### config.mk
export PLATFORM = sky130hd
export DESIGN_NAME = z80_mem_xfer_seq_flat
export DESIGN_NICKNAME = d
export VERILOG_FILES = /design/src/rtl/z80_xfer_pkg.sv /design/src/rtl/z80_mem_xfer_seq_if.sv /design/src/rtl/z80_mem_xfer_seq.sv /design/src/flat_wrapper.sv
export SDC_FILE = /design/constraint.sdc
export NUM_CORES = 1
export LEC_CHECK = 0
export BUFFER_PORTS_ARGS = -buffer_cell sky130_fd_sc_hd__buf_2
export CAP_MARGIN = 0
export CORE_MARGIN = 4
export CORE_UTILIZATION = 50
export CTS_BUF_LIST = sky130_fd_sc_hd__clkbuf_8
export DETAILED_ROUTE_END_ITERATION = 12
export PLACE_DENSITY_LB_ADDON = 0.3
export SETUP_SLACK_MARGIN = 0.4
export SYNTH_ARGS = -nofsm -noshare
export SYNTH_HDL_FRONTEND = slang
export SYNTH_SLANG_ARGS = --single-unit
### constraint.sdc
create_clock -name clk -period 2.4 [get_ports clk]
set_input_delay 0.36 -clock clk [delete_from_list [all_inputs] [get_ports clk]]
set_output_delay 0.36 -clock clk [all_outputs]
set_load 0.02 [all_outputs]
### src/rtl/z80_xfer_pkg.sv
// Shared definitions for the Z80 multi-byte memory transfer sequencer.
//   xfer_state_t         : sequencer states (IDLE, T1, T2, T3, DONE)
//   XFER_MAX_BYTES_LIMIT : largest transfer width the sequencer supports
package z80_xfer_pkg;

    typedef enum logic [2:0] {
        IDLE = 3'd0,
        T1   = 3'd1,
        T2   = 3'd2,
        T3   = 3'd3,
        DONE = 3'd4
    } xfer_state_t;

    localparam int XFER_MAX_BYTES_LIMIT = 8;

endpackage

### src/rtl/z80_mem_xfer_seq_if.sv
// Request and memory-bus bundle for z80_mem_xfer_seq.
//   Request side : start, write, nbytes, addr, wdata -> busy, done, rdata
//   Memory side  : mem_addr, mem_rd, mem_wr, mem_wdata -> mem_rdata, mem_wait
// modport slave is the sequencer; modport master is the executor plus memory.
interface z80_mem_xfer_seq_if #(
    parameter int MAX_BYTES = 2,
    parameter int ADDR_W    = 16,
    parameter int CNT_W     = $clog2(MAX_BYTES + 1)
);
    logic                   start;
    logic                   write;
    logic [CNT_W-1:0]       nbytes;
    logic [ADDR_W-1:0]      addr;
    logic [8*MAX_BYTES-1:0] wdata;
    logic                   busy;
    logic                   done;
    logic [8*MAX_BYTES-1:0] rdata;
    logic [ADDR_W-1:0]      mem_addr;
    logic                   mem_rd;
    logic                   mem_wr;
    logic [7:0]             mem_wdata;
    logic [7:0]             mem_rdata;
    logic                   mem_wait;

    modport master (
        output start, write, nbytes, addr, wdata, mem_rdata, mem_wait,
        input  busy, done, rdata, mem_addr, mem_rd, mem_wr, mem_wdata
    );

    modport slave (
        input  start, write, nbytes, addr, wdata, mem_rdata, mem_wait,
        output busy, done, rdata, mem_addr, mem_rd, mem_wr, mem_wdata
    );
endinterface

### src/rtl/z80_mem_xfer_seq.sv
// Multi-byte little-endian memory transfer sequencer.
// Runs a load or store of up to MAX_BYTES bytes as T1/T2/T3 byte machine
// cycles starting at a base address, wrapping modulo 2^ADDR_W.
// Ports:
//   clk, reset : clock, asynchronous active-high reset
//   bus        : z80_mem_xfer_seq_if.slave (request + memory bus signals)
//   trace_*    : only when Z80FI_TRACE_EN is defined; trace_valid pulses with
//                done, trace_addr0/1 are the first/last byte addresses driven,
//                trace_rw is the transfer direction.
module z80_mem_xfer_seq
    import z80_xfer_pkg::*;
#(
    parameter int MAX_BYTES = 2,
    parameter int ADDR_W    = 16,
    parameter int CNT_W     = $clog2(MAX_BYTES + 1)
) (
    input  logic               clk,
    input  logic               reset,
    z80_mem_xfer_seq_if.slave  bus
`ifdef Z80FI_TRACE_EN
    ,
    output logic               trace_valid,
    output logic [ADDR_W-1:0]  trace_addr0,
    output logic [ADDR_W-1:0]  trace_addr1,
    output logic               trace_rw
`endif
);

    // Widths above the architectural limit are trimmed for the count clamp.
    localparam int MAX_EFF = (MAX_BYTES > XFER_MAX_BYTES_LIMIT) ? XFER_MAX_BYTES_LIMIT : MAX_BYTES;

    xfer_state_t            state_q;
    logic                   busy_q;
    logic                   done_q;
    logic                   mem_rd_q;
    logic                   mem_wr_q;
    logic [ADDR_W-1:0]      mem_addr_q;
    logic [7:0]             mem_wdata_q;
    logic [CNT_W-1:0]       idx_q;
    logic [CNT_W-1:0]       cnt_q;
    logic                   write_q;
    logic [8*MAX_BYTES-1:0] wdata_q;

    logic                   accept_d;
    logic [CNT_W-1:0]       cnt_d;
    logic [CNT_W-1:0]       idx_inc_d;
    logic [CNT_W-1:0]       sel_idx_d;
    logic [8*MAX_BYTES-1:0] src_wdata_d;
    logic [7:0]             lane_byte_d;
    logic [7:0]             lane_wd [MAX_BYTES];

    assign accept_d  = (state_q == IDLE) && bus.start;
    assign cnt_d     = (bus.nbytes > CNT_W'(MAX_EFF)) ? CNT_W'(MAX_EFF) : bus.nbytes;
    assign idx_inc_d = idx_q + CNT_W'(1);

    // The byte to put on the bus next: byte 0 of the incoming request when
    // starting, otherwise the following byte of the latched store data.
    assign sel_idx_d   = (state_q == IDLE) ? '0 : idx_inc_d;
    assign src_wdata_d = (state_q == IDLE) ? bus.wdata : wdata_q;

    for (genvar k = 0; k < MAX_BYTES; k++) begin : g_lane
        logic [7:0] rbyte_q;

        assign lane_wd[k] = (sel_idx_d == CNT_W'(k)) ? src_wdata_d[8*k +: 8] : 8'h00;

        always_ff @(posedge clk or posedge reset) begin
            if (reset) begin
                rbyte_q <= 8'h00;
            end else if (accept_d) begin
                rbyte_q <= 8'h00;
            end else if (state_q == T3 && !write_q && idx_q == CNT_W'(k)) begin
                rbyte_q <= bus.mem_rdata;
            end
        end

        assign bus.rdata[8*k +: 8] = rbyte_q;
    end

    always_comb begin
        lane_byte_d = 8'h00;
        for (int k = 0; k < MAX_BYTES; k++) begin
            lane_byte_d = lane_byte_d | lane_wd[k];
        end
    end

    always_ff @(posedge clk or posedge reset) begin
        if (reset) begin
            state_q     <= IDLE;
            busy_q      <= 1'b0;
            done_q      <= 1'b0;
            mem_rd_q    <= 1'b0;
            mem_wr_q    <= 1'b0;
            mem_addr_q  <= '0;
            mem_wdata_q <= 8'h00;
            idx_q       <= '0;
            cnt_q       <= '0;
            write_q     <= 1'b0;
            wdata_q     <= '0;
        end else begin
            done_q <= 1'b0;
            case (state_q)
                IDLE: begin
                    if (bus.start) begin
                        write_q <= bus.write;
                        wdata_q <= bus.wdata;
                        cnt_q   <= cnt_d;
                        idx_q   <= '0;
                        busy_q  <= 1'b1;
                        if (cnt_d == '0) begin
                            state_q <= DONE;
                            done_q  <= 1'b1;
                        end else begin
                            state_q     <= T1;
                            mem_addr_q  <= bus.addr;
                            mem_wdata_q <= lane_byte_d;
                            mem_rd_q    <= !bus.write;
                            mem_wr_q    <= bus.write;
                        end
                    end
                end
                T1: state_q <= T2;
                T2: begin
                    if (!bus.mem_wait) begin
                        state_q <= T3;
                    end
                end
                T3: begin
                    idx_q <= idx_inc_d;
                    if (idx_inc_d < cnt_q) begin
                        // Strobes stay up into the next byte's T1; the address
                        // advances and wraps naturally at ADDR_W bits.
                        state_q     <= T1;
                        mem_addr_q  <= mem_addr_q + ADDR_W'(1);
                        mem_wdata_q <= lane_byte_d;
                    end else begin
                        state_q  <= DONE;
                        done_q   <= 1'b1;
                        mem_rd_q <= 1'b0;
                        mem_wr_q <= 1'b0;
                    end
                end
                DONE: begin
                    state_q <= IDLE;
                    busy_q  <= 1'b0;
                end
                default: state_q <= IDLE;
            endcase
        end
    end

    assign bus.busy      = busy_q;
    assign bus.done      = done_q;
    assign bus.mem_rd    = mem_rd_q;
    assign bus.mem_wr    = mem_wr_q;
    assign bus.mem_addr  = mem_addr_q;
    assign bus.mem_wdata = mem_wdata_q;

`ifdef Z80FI_TRACE_EN
    logic [ADDR_W-1:0] trace_addr0_q;
    logic [ADDR_W-1:0] trace_addr1_q;
    logic              trace_rw_q;

    always_ff @(posedge clk or posedge reset) begin
        if (reset) begin
            trace_addr0_q <= '0;
            trace_addr1_q <= '0;
            trace_rw_q    <= 1'b0;
        end else if (accept_d) begin
            trace_addr0_q <= bus.addr;
            trace_addr1_q <= bus.addr;
            trace_rw_q    <= bus.write;
        end else if (state_q == T3 && idx_inc_d < cnt_q) begin
            trace_addr1_q <= mem_addr_q + ADDR_W'(1);
        end
    end

    assign trace_valid = done_q;
    assign trace_addr0 = trace_addr0_q;
    assign trace_addr1 = trace_addr1_q;
    assign trace_rw    = trace_rw_q;
`endif

endmodule
### src/flat_wrapper.sv
// flat-port wrapper written by rule: the top's interface ports become plain ports
module z80_mem_xfer_seq_flat import z80_xfer_pkg::*;
#(
    parameter int MAX_BYTES = 2,
    parameter int ADDR_W    = 16,
    parameter int CNT_W     = $clog2(MAX_BYTES + 1)
)
  (clk, reset, bus_start, bus_write, bus_nbytes, bus_addr, bus_wdata, bus_mem_rdata, bus_mem_wait, bus_busy, bus_done, bus_rdata, bus_mem_addr, bus_mem_rd, bus_mem_wr, bus_mem_wdata);
  z80_mem_xfer_seq_if #(.MAX_BYTES(MAX_BYTES), .ADDR_W(ADDR_W), .CNT_W(CNT_W)) bus_i ();
  input  logic clk;
  input  logic reset;
  input wire logic [$bits(bus_i.start)-1:0] bus_start;
  input wire logic [$bits(bus_i.write)-1:0] bus_write;
  input wire logic [$bits(bus_i.nbytes)-1:0] bus_nbytes;
  input wire logic [$bits(bus_i.addr)-1:0] bus_addr;
  input wire logic [$bits(bus_i.wdata)-1:0] bus_wdata;
  input wire logic [$bits(bus_i.mem_rdata)-1:0] bus_mem_rdata;
  input wire logic [$bits(bus_i.mem_wait)-1:0] bus_mem_wait;
  output wire logic [$bits(bus_i.busy)-1:0] bus_busy;
  output wire logic [$bits(bus_i.done)-1:0] bus_done;
  output wire logic [$bits(bus_i.rdata)-1:0] bus_rdata;
  output wire logic [$bits(bus_i.mem_addr)-1:0] bus_mem_addr;
  output wire logic [$bits(bus_i.mem_rd)-1:0] bus_mem_rd;
  output wire logic [$bits(bus_i.mem_wr)-1:0] bus_mem_wr;
  output wire logic [$bits(bus_i.mem_wdata)-1:0] bus_mem_wdata;
  assign bus_i.start = bus_start;
  assign bus_i.write = bus_write;
  assign bus_i.nbytes = bus_nbytes;
  assign bus_i.addr = bus_addr;
  assign bus_i.wdata = bus_wdata;
  assign bus_i.mem_rdata = bus_mem_rdata;
  assign bus_i.mem_wait = bus_mem_wait;
  assign bus_busy = bus_i.busy;
  assign bus_done = bus_i.done;
  assign bus_rdata = bus_i.rdata;
  assign bus_mem_addr = bus_i.mem_addr;
  assign bus_mem_rd = bus_i.mem_rd;
  assign bus_mem_wr = bus_i.mem_wr;
  assign bus_mem_wdata = bus_i.mem_wdata;
  z80_mem_xfer_seq #(.MAX_BYTES(MAX_BYTES), .ADDR_W(ADDR_W), .CNT_W(CNT_W)) u_core (.clk(clk), .reset(reset), .bus(bus_i));
endmodule
==> summary.txt <==
met1 usage in global routing - 31.3%
maximum net fanout on the critical path - 12
number of max-cap violations - 0
final worst path period share - 80.6%
synthesized cell area - 3300 µm²
startpoint class of the critical path - register
std cell rows - 29
global-route wire length before repair - 13700 µm
starting utilization of the core area - 51.7%
worst min path class - input pin to asynchronous set/reset pin
Final Net Count - 520
busiest layer in global routing - met2
CTS root buffer - sky130_fd_sc_hd__clkbuf_8
leading cell types by total area after synthesis - sky130_fd_sc_hd__dfrtp_1, sky130_fd_sc_hd__nand2_1, sky130_fd_sc_hd__a21oi_1, sky130_fd_sc_hd__nand3_1, sky130_fd_sc_hd__mux2i_1
Least-Margin Pin Slew - 0.612 ns
top post-synthesis cells by count - sky130_fd_sc_hd__nand2_1, sky130_fd_sc_hd__dfrtp_1, sky130_fd_sc_hd__a21oi_1
max frequency - 517 MHz
final critical delay including setup and external delays - 1.93 ns
I/O pin total - 91
non-filler cells in the finished layout - 551
met3 track demand over resource - 4.42%
area share of fa/ha/maj cells after synthesis - 1.52%
Core Region - 6390 µm²
mux contribution to synthesized area - 3.03%
TritonCTS clock tree - built
critical path capture point type - register
synthesized flop and latch total - 68
met2 Track Usage GR - 34.0%
signal arrival time at the worst endpoint - 2.15 ns
antenna violations before repair - 0
DIE AREA - 7970 µm²
P&R area growth vs syn - 25.5%
Main synth FF type - sky130_fd_sc_hd__dfrtp_1
run status - finished clean
maximum VDD drop - 907 µV
Detail Placement HPWL - 5870 µm
TritonCTS buffer count - 9
total count of max-transition violations in the final report - 0
final design utilization - 64.9%
part of the Yosys area used for sequential elements - 51.5%
# placed instances - 528
number of remaining DRC errors - 0
EDFF count, synth - 0
Post-Route WL - 8530 µm
Die X-Extent - 89.3 µm
unrepaired setup endpoints after global routing - yes
count of antenna-violating nets left after detailed routing - 0
area share of and/or/nand/nor cells after synthesis - 21.2%
initial DRC count - 145
cell area after placement - 3820 µm²
setup_tns - 0 ns
Port Buffers - 90
Power Density - 1540 nW/µm²
reported leakage power - 2.02 nW
fraction of post-synthesis cell area in the top cell type by area - 51.5%
WS Path Type - register to register
post-DR wirelength/cell - 15.5 µm
1st-pass router iterations - 4
YS warnings - 0
maximum number of pins on one net before global-route repair - 43
DIE HEIGHT - 89.3 µm
most common cell in the synthesized netlist - sky130_fd_sc_hd__nand2_1
Total Power Consumption - 6.40 mW
# diodes - 0
Total GRT Usage - 22.4%
Setup-failing EPs final - 0
post-route cell area - 4140 µm²
via count of the first global-routing pass - 2848
routability cong. - 0.861
compound-cell area share of the yosys netlist - 17.3%
maximum buffer depth of the clock tree - 2
worst clock skew - 0.00841 ns
clock transition at the register clock pins on the worst setup and hold paths after CTS - 0.07 ns
cell type with the highest aggregate area in the netlist - sky130_fd_sc_hd__dfrtp_1
mean instance size in the synthesized netlist - 8.86 µm²
number of hold-repair buffers added at the cts stage - 0
via count normalized by instance count - 5.52
total grt overflow - 0
via count of the routed design - 3040
final hold violation count - 0
library cells used by synthesis - 41
fraction of synthesized cell area in xor and xnor cells - 0.265%
endpoint required time on the critical path - 2.62 ns
dominant combinational cell family by area after synthesis - simple AND/OR/NAND/NOR gates
number of sinks on the clock net - 68
Synthesized Nets - 424
relative slew slack - 59.1%
Cells after Synth - 373
Async S/R FF share, synth - 100%
fraction of final layout cells sized beyond drive strength 1 - 29.3%
worst-skew pair later-pin latency - 0.35 ns
number of levels in the clock H-tree - 3
kinds of logic (layout without fill, tap and decap cells):
family | Yosys count | after routing
AO/OA/AOI/OAI | 97 | 98
XOR/XNOR | 1 | 1
adder cells (fa/ha/maj) | 4 | 4
buffers and inverters | 33 | 133
flip-flops | 68 | 68
multiplexers | 10 | 10
AND/OR/NAND/NOR | 160 | 160
cells in the final DEF (no fill, tap or decap), types with 2 or more instances in the layout:
master,instances
sky130_fd_sc_hd__buf_2,90
sky130_fd_sc_hd__nand2_1,87
sky130_fd_sc_hd__dfrtp_1,68
sky130_fd_sc_hd__a21oi_1,53
sky130_fd_sc_hd__nand3_1,24
sky130_fd_sc_hd__nor2_1,23
sky130_fd_sc_hd__buf_4,16
sky130_fd_sc_hd__o21ai_0,15
sky130_fd_sc_hd__clkbuf_8,11
sky130_fd_sc_hd__inv_1,10
sky130_fd_sc_hd__mux2i_1,10
sky130_fd_sc_hd__nor3_1,10
sky130_fd_sc_hd__a21oi_2,5
sky130_fd_sc_hd__o22ai_1,5
sky130_fd_sc_hd__ha_1,4
sky130_fd_sc_hd__o21ai_1,3
sky130_fd_sc_hd__bufinv_16,3
sky130_fd_sc_hd__a21oi_4,2
sky130_fd_sc_hd__and4_1,2
sky130_fd_sc_hd__nand4_1,2
sky130_fd_sc_hd__nand3b_1,2
sky130_fd_sc_hd__a2bb2oi_1,2
sky130_fd_sc_hd__a211oi_1,2
sky130_fd_sc_hd__o31ai_1,2
path summary, 6_finish.rpt:
| kind | start | to | slack (ns) | depth (start not counted) |
|---|---|---|---|---|
| worst min register to register | u_core.wdata_q[4]$_DFFE_PP0P_ | u_core.wdata_q[4]$_DFFE_PP0P_ | 0.48 | 2 |
| min in group clk | bus_wdata[11] | u_core.wdata_q[11]$_DFFE_PP0P_ | 0.20 | 3 |
| worst max register to register | u_core.idx_q[1]$_DFFE_PP0P_ | u_core.bus.mem_addr[5]$_DFFE_PP0P_ | 0.47 | 8 |
| worst max-delay path | u_core.idx_q[1]$_DFFE_PP0P_ | u_core.bus.mem_addr[5]$_DFFE_PP0P_ | 0.47 | 8 |
| max in group asynchronous | reset | u_core.bus.mem_addr[13]$_DFFE_PP0P_ | 1.72 | 3 |
| worst min-delay path | reset | u_core.wdata_q[1]$_DFFE_PP0P_ | 0.08 | 2 |
routing by layer:
metal / wire, µm / share of wire (%) / up-vias
met4: 138 / 1.6 / 0
met2: 4170 / 49 / 123
met3: 544 / 6.4 / 15
met1: 3680 / 43 / 1423
li1: - / - / 1479
met5: 0 / 0 / -
critical path, cell delays in order, from the launching register on:
cell                      delay, ns
sky130_fd_sc_hd__dfrtp_1       0.36
sky130_fd_sc_hd__inv_1         0.08
sky130_fd_sc_hd__ha_1          0.25
sky130_fd_sc_hd__ha_1          0.32
sky130_fd_sc_hd__a21oi_4       0.21
sky130_fd_sc_hd__buf_4         0.17
sky130_fd_sc_hd__a21oi_4       0.10
sky130_fd_sc_hd__o21ai_0       0.21
sky130_fd_sc_hd__o21ai_1       0.10
repair_timing:
action	in CTS	in global routing
cloned	1	0
resized for setup	0	3
endpoints found under the hold margin	0	0
setup endpoints to repair	2	25
pin swaps	0	1
setup buffers	0	6
cell type report:
cell class                      instances  area (µm²)
Clock inverter                          5        98.8
Fill cell                             546        2240
Clock buffer                           11         151
Timing Repair Buffer                  107         591
Tap cell                               77        96.3
Inverter                               10        41.3
Multi-Input combinational cell        273        1460
Sequential cell                        68        1700
power breakdown:
group / switching [mW] / internal (mW)
clock: 0.432 / 0.742
combinational: 1.92 / 1.19
sequential: 0.439 / 1.68
total: 2.79 / 3.61
registers in the layout, summed over array words and instances (netlist names):
name	cells
u_core.bus.busy	1
u_core.bus.done	1
u_core.bus.mem_addr	16
u_core.bus.mem_rd	1
u_core.bus.mem_wdata	8
u_core.bus.mem_wr	1
u_core.cnt_q	2
u_core.g_lane.rbyte_q	16
u_core.idx_q	2
u_core.state_q	3
u_core.wdata_q	16
u_core.write_q	1
per-stage QoR:
step	worst slack (ns)	hold slack, ns
CTS	0.438	0.0938
finish	0.466	0.0826
detailed placement	0.380	0.463
global placement	0.450	0.452
floorplan	0.424	0.439
global route	0.337	0.130
No activity file was read; power rests on OpenSTA's default activity.
